$ cat config.mk
export PLATFORM = sky130hd
export DESIGN_NAME = jt49_dcrm_arb
export DESIGN_NICKNAME = d
export VERILOG_FILES = /design/src/rtl/jt49_dcrm_arb.sv
export SDC_FILE = /design/constraint.sdc
export NUM_CORES = 1
export LEC_CHECK = 0
export ABC_AREA = 1
export CAP_MARGIN = 20
export CORE_ASPECT_RATIO = 1.1
export CORE_MARGIN = 2
export CORE_UTILIZATION = 59
export DETAILED_ROUTE_END_ITERATION = 8
export PLACE_DENSITY = 0.8
export SKIP_CTS_REPAIR_TIMING = 1
export SLEW_MARGIN = 15
export SYNTH_ARGS = -nofsm -noshare
export SYNTH_HDL_FRONTEND = slang
export SYNTH_SLANG_ARGS = --single-unit
export TNS_END_PERCENT = 100
$ cat constraint.sdc
create_clock -name clk -period 7.4 [get_ports clk]
set_input_delay 1.85 -clock clk [delete_from_list [all_inputs] [get_ports clk]]
set_output_delay 1.85 -clock clk [all_outputs]
set_load 0.005 [all_outputs]
$ cat src/rtl/jt49_dcrm_arb.sv
// rtl/jt49_dcrm_arb.sv - round-robin shared DC-removal engine for the three PSG tone channels
// One subtract/average datapath is time-shared; each channel keeps its own 8.8 running average.
module jt49_dcrm_arb #(
    parameter int SHIFT = 6
) (
    input  logic       clk,
    input  logic       rst,
    input  logic       cen,
    input  logic [2:0] req,
    input  logic [7:0] din0,
    input  logic [7:0] din1,
    input  logic [7:0] din2,
    input  logic       clr_ovf,
    output logic [7:0] dout0,
    output logic [7:0] dout1,
    output logic [7:0] dout2,
    output logic       dout_valid,
    output logic [1:0] dout_ch,
    output logic [2:0] ovf,
    output logic       busy
);

    localparam logic [1:0] IDLE  = 2'd0;
    localparam logic [1:0] CALC  = 2'd1;
    localparam logic [1:0] WRITE = 2'd2;

    logic [1:0]  state;
    logic [2:0]  pend;
    logic [1:0]  ptr;
    logic [7:0]  smp [3];
    logic [15:0] avg [3];
    logic [7:0]  din_arr [3];

    logic [1:0]  ch;
    logic [7:0]  x;
    logic [15:0] a;
    logic [7:0]  y_r;
    logic [15:0] anew_r;

    logic [1:0]  gnt;
    logic        take;
    logic [2:0]  take_oh;
    logic [2:0]  ovf_set;

    logic signed [8:0]  ydiff;
    logic signed [16:0] d;
    logic [7:0]         y_calc;
    logic [15:0]        anew_calc;

    assign din_arr[0] = din0;
    assign din_arr[1] = din1;
    assign din_arr[2] = din2;

    assign busy = (state != IDLE);

    // First pending channel at or after ptr, wrapping modulo 3
    always_comb begin
        gnt = 2'd0;
        case (ptr)
            2'd0: begin
                if (pend[0])      gnt = 2'd0;
                else if (pend[1]) gnt = 2'd1;
                else              gnt = 2'd2;
            end
            2'd1: begin
                if (pend[1])      gnt = 2'd1;
                else if (pend[2]) gnt = 2'd2;
                else              gnt = 2'd0;
            end
            default: begin
                if (pend[2])      gnt = 2'd2;
                else if (pend[0]) gnt = 2'd0;
                else              gnt = 2'd1;
            end
        endcase
    end

    assign take    = (state == IDLE) && cen && (|pend);
    assign take_oh = take ? (3'b001 << gnt) : 3'b000;
    // A request landing on its own grant edge just refills the slot, not an overrun
    assign ovf_set = req & pend & ~take_oh;

    always_comb begin
        ydiff     = $signed({1'b0, x}) - $signed({1'b0, a[15:8]});
        d         = $signed({1'b0, x, 8'h00}) - $signed({1'b0, a});
        y_calc    = 8'(ydiff >>> 1);
        anew_calc = 16'($signed({1'b0, a}) + (d >>> SHIFT));
    end

    always_ff @(posedge clk or posedge rst) begin
        if (rst) begin
            pend <= 3'b000;
            ovf  <= 3'b000;
            for (int i = 0; i < 3; i++) smp[i] <= 8'h00;
        end else begin
            for (int i = 0; i < 3; i++) begin
                if (req[i]) begin
                    smp[i]  <= din_arr[i];
                    pend[i] <= 1'b1;
                end else if (take_oh[i]) begin
                    pend[i] <= 1'b0;
                end
            end
            ovf <= (clr_ovf ? 3'b000 : ovf) | ovf_set;
        end
    end

    always_ff @(posedge clk or posedge rst) begin
        if (rst) begin
            state      <= IDLE;
            ptr        <= 2'd0;
            ch         <= 2'd0;
            x          <= 8'h00;
            a          <= 16'h8000;
            y_r        <= 8'h00;
            anew_r     <= 16'h8000;
            dout0      <= 8'h00;
            dout1      <= 8'h00;
            dout2      <= 8'h00;
            dout_valid <= 1'b0;
            dout_ch    <= 2'd0;
            for (int i = 0; i < 3; i++) avg[i] <= 16'h8000;
        end else begin
            dout_valid <= 1'b0;
            if (cen) begin
                case (state)
                    IDLE: begin
                        if (take) begin
                            ch    <= gnt;
                            x     <= smp[gnt];
                            a     <= avg[gnt];
                            ptr   <= (gnt == 2'd2) ? 2'd0 : gnt + 2'd1;
                            state <= CALC;
                        end
                    end
                    CALC: begin
                        y_r    <= y_calc;
                        anew_r <= anew_calc;
                        state  <= WRITE;
                    end
                    WRITE: begin
                        avg[ch]    <= anew_r;
                        dout_ch    <= ch;
                        dout_valid <= 1'b1;
                        case (ch)
                            2'd0:    dout0 <= y_r;
                            2'd1:    dout1 <= y_r;
                            default: dout2 <= y_r;
                        endcase
                        state <= IDLE;
                    end
                    default: state <= IDLE;
                endcase
            end
        end
    end

endmodule
==> results.json <==
{
  "hold_viol_final": 0,
  "yosys_synthesis_warning_count": 0,
  "share_of_layout_cells_above_drive_strength_1_pct": 5.84,
  "slowest_delay_ns": 0.49,
  "worstReg2RegStart": "a[4]$_DFFE_PP0P_",
  "worst_hold_path.endpoint": "smp[6]$_DFFE_PP0P_",
  "clockRootBuffer": "sky130_fd_sc_hd__clkbuf_16",
  "worst_max_slew_margin_expressed_relative_to_the_limit_pct": 44.2,
  "maxClockFrequency_ghz": 0.281,
  "routedWlPerCell_um": 14.6,
  "syn_inst_count": 1029,
  "most-common-layout-cells": "404 x sky130_fd_sc_hd__nand2_1, 154 x sky130_fd_sc_hd__dfrtp_1, 125 x sky130_fd_sc_hd__inv_1",
  "r2r_slack_ns": 4.15,
  "die_area_um2": 14400,
  "crit_slowest_cell": "sky130_fd_sc_hd__clkdlybuf4s50_1",
  "post-layout-total-power_mw": 4.59,
  "cts_tree": "done",
  "final-max-slew-violation-count": 0,
  "holdCritPathClass": "reg -> reg",
  "die-height_um": 126,
  "vias": 6617,
  "endpoint_kind": "flip-flop",
  "initial_core_util_pct": 60.2,
  "design.final.nets": 1139,
  "synthesis.area_per_instance_um2": 7.70,
  "globalplace.congestion": 0.914,
  "layout_min_cycle_time_ns": 3.56,
  "antenna-diode-count": 0,
  "post-place-ws_ns": 3.43,
  "min-delay-start": "smp[6]$_DFFE_PP0P_",
  "area_growth_pct": 16.6,
  "cts_inserted_buffers": 17,
  "globalRoute.totalOverflow": 0,
  "crit_family": "buffers and inverters",
  "path_clk_slew_ns": 0.06,
  "worstPathRequired_ns": 7.71,
  "cellPowerDensity_nw_per_um2": 498,
  "grt_pass1_wl_um": 31300,
  "seq_area_frac_synth_pct": 50.3,
  "post-route-drc-count": 0,
  "maximum_number_of_pins_on_one_net_before_global_route_repair": 98,
  "regArea_um2": 3990,
  "slew_at_the_pin_with_the_worst_max_slew_slack_ns": 0.838,
  "postRouteWirelength_um": 18400,
  "cp_max_fo": 43,
  "rsz0062_at_grt": "false",
  "max_cap_check_violation_count": 0,
  "clock_tree.htree_level_count": 4,
  "timing.critical_path.from_type": "primary input",
  "rr_worst_depth": 18,
  "hpwlAfterDp_um": 12800,
  "final_util_pct": 70.2,
  "critical_path.reg2reg.endpoint": "anew_r[8]$_DFFE_PP0P_",
  "max-clock-path-buffers": 2,
  "synth_nets": 1086,
  "crit_buf_inv": 5,
  "setup_viol_count_final": 0,
  "detail_route.first_pass.iterations": 5,
  "netlist_top_cells_area": "sky130_fd_sc_hd__dfrtp_1 49%, sky130_fd_sc_hd__nand2_1 19%, sky130_fd_sc_hd__inv_1 6.0%",
  "chip_width_um": 114,
  "clock_latency_on_the_worst_skew_pair_ns": 0.43,
  "result_of_the_run": "finished clean",
  "timing_worst_setup_path_type": "in -> reg",
  "grtUsageTotal_pct": 27.9,
  "avgViaCountPerCell": 5.27,
  "via_count_of_the_first_global_routing_pass": 6496,
  "grt_antenna_before_repair": 0,
  "p_leak_nw": 4.81,
  "crit_path_frequent_cell": "sky130_fd_sc_hd__inv_1",
  "mostFrequentLayoutCell": "sky130_fd_sc_hd__nand2_1",
  "max-vdd-ir-drop_mv": 0.257,
  "floorplan.io_pins": 62,
  "core_um2": 13200,
  "multi_input_comb_area_um2": 3280,
  "totalNegativeSetupSlack_ns": 0,
  "timing.critical_path.cells": "clkdlybuf4s50_1 > inv_1 > nor3_4 > buf_4 > inv_2 > nor2_1 > inv_1 > nand3_1 > o21ai_0",
  "ys_ff_latch": 159,
  "synth.largest_area_cell": "sky130_fd_sc_hd__dfrtp_1",
  "clk_skew_ns": 0.00514,
  "finalCritPeriodShare_pct": 48.1,
  "rows": 44,
  "synth_top_area_share_pct": 48.7,
  "critical_path_arrival_ns": 3.87,
  "drtAntennaViolNets": 0,
  "synth_area_um2": 7920,
  "fill_cells": 1066,
  "detailedRoute.firstIterationViolations": 500,
  "cts.sinks": 159,
  "place.port_buffers": 61,
  "synth.lib_cells_used.distinct": 33,
  "worstHoldPathCells": 2,
  "finalWorstSetupSlack_ns": 3.84
}
synthesized netlist by cell type, drive strengths merged:
cell	count
fa	2
nor3	9
dfstp	5
clkbuf	22
nand3b	2
xor2	8
a21o	1
or2	4
inv	135
o21ai	137
and2	1
a31oi	1
nor2	35
o211ai	2
nand3	32
o22ai	4
ha	24
a21oi	21
buf	12
o21bai	2
nand2	406
clkinv	2
nand4	5
xnor2	3
dfrtp	154
per-stage QoR:
stage	instance area, um^2	hold WS [ns]	instances
after global placement	8650	0.454	1224
final	9230	0.471	1256
after global routing	9230	0.485	1256
after CTS	9230	0.474	1256
after detailed placement	8650	0.459	1224
after floorplan	7920	0.442	1029
worst min-delay path, cell delays in order (launching register included):
cell and delay (ns):
sky130_fd_sc_hd__dfrtp_1 0.34, sky130_fd_sc_hd__nand2_1 0.06, sky130_fd_sc_hd__nand2_1 0.05
logic make-up after synthesis:
kind of cell / count (synthesis) / synth area share (%)
flip-flops: 159 / 50.3
buffers and inverters: 171 / 8.36
adder cells (fa/ha/maj): 26 / 4.30
AO/OA/AOI/OAI: 168 / 10.9
AND/OR/NAND/NOR: 494 / 24.9
XOR/XNOR: 11 / 1.22
routing by layer:
metal	GRT usage (%)	vias up	part of all wire [%]
met4	9.33	0	2.1
met2	46.4	184	49
li1	-	3326	-
met1	36.6	3076	44
met3	5.72	31	4.7
met5	0	-	0
cell type report:
class	instances	area share, %
clock buffers	21	5.10
clock inverters	11	1.23
well taps	161	2.18
inverters	137	5.62
flip-flops and latches	159	43.2
repair buffers	68	7.18
multi-input cells	699	35.5
power breakdown:
| group | switching [mW] | internal, mW | total, mW |
|---|---|---|---|
| registers | 0.192 | 1.20 | 1.39 |
| clock network | 0.346 | 0.519 | 0.865 |
| logic | 1.47 | 0.863 | 2.34 |
worst max path at each step:
stage,startpoint,to,slack [ns],depth (start not counted)
5_1_grt,cen,dout0[4]$_DFFE_PP0P_,3.68,9
3_3_place_gp,cen,avg[32]$_DFFE_PP0P_,3.52,9
3_5_place_dp,cen,avg[32]$_DFFE_PP0P_,3.43,9
4_1_cts,cen,dout0[7]$_DFFE_PP0P_,3.86,9
6_report,cen,ovf[2]$_DFF_PP0_,3.84,9
2_1_floorplan,rst,a[0]$_DFFE_PP0P_,1.27,1
flip-flops by register name (all words and copies together) (netlist names), 16 cells and up:
| register | flops |
|---|---|
| smp | 24 |
| a | 16 |
| avg | 48 |
| anew_r | 16 |
Note: power is estimated with default switching activity, not from simulation.
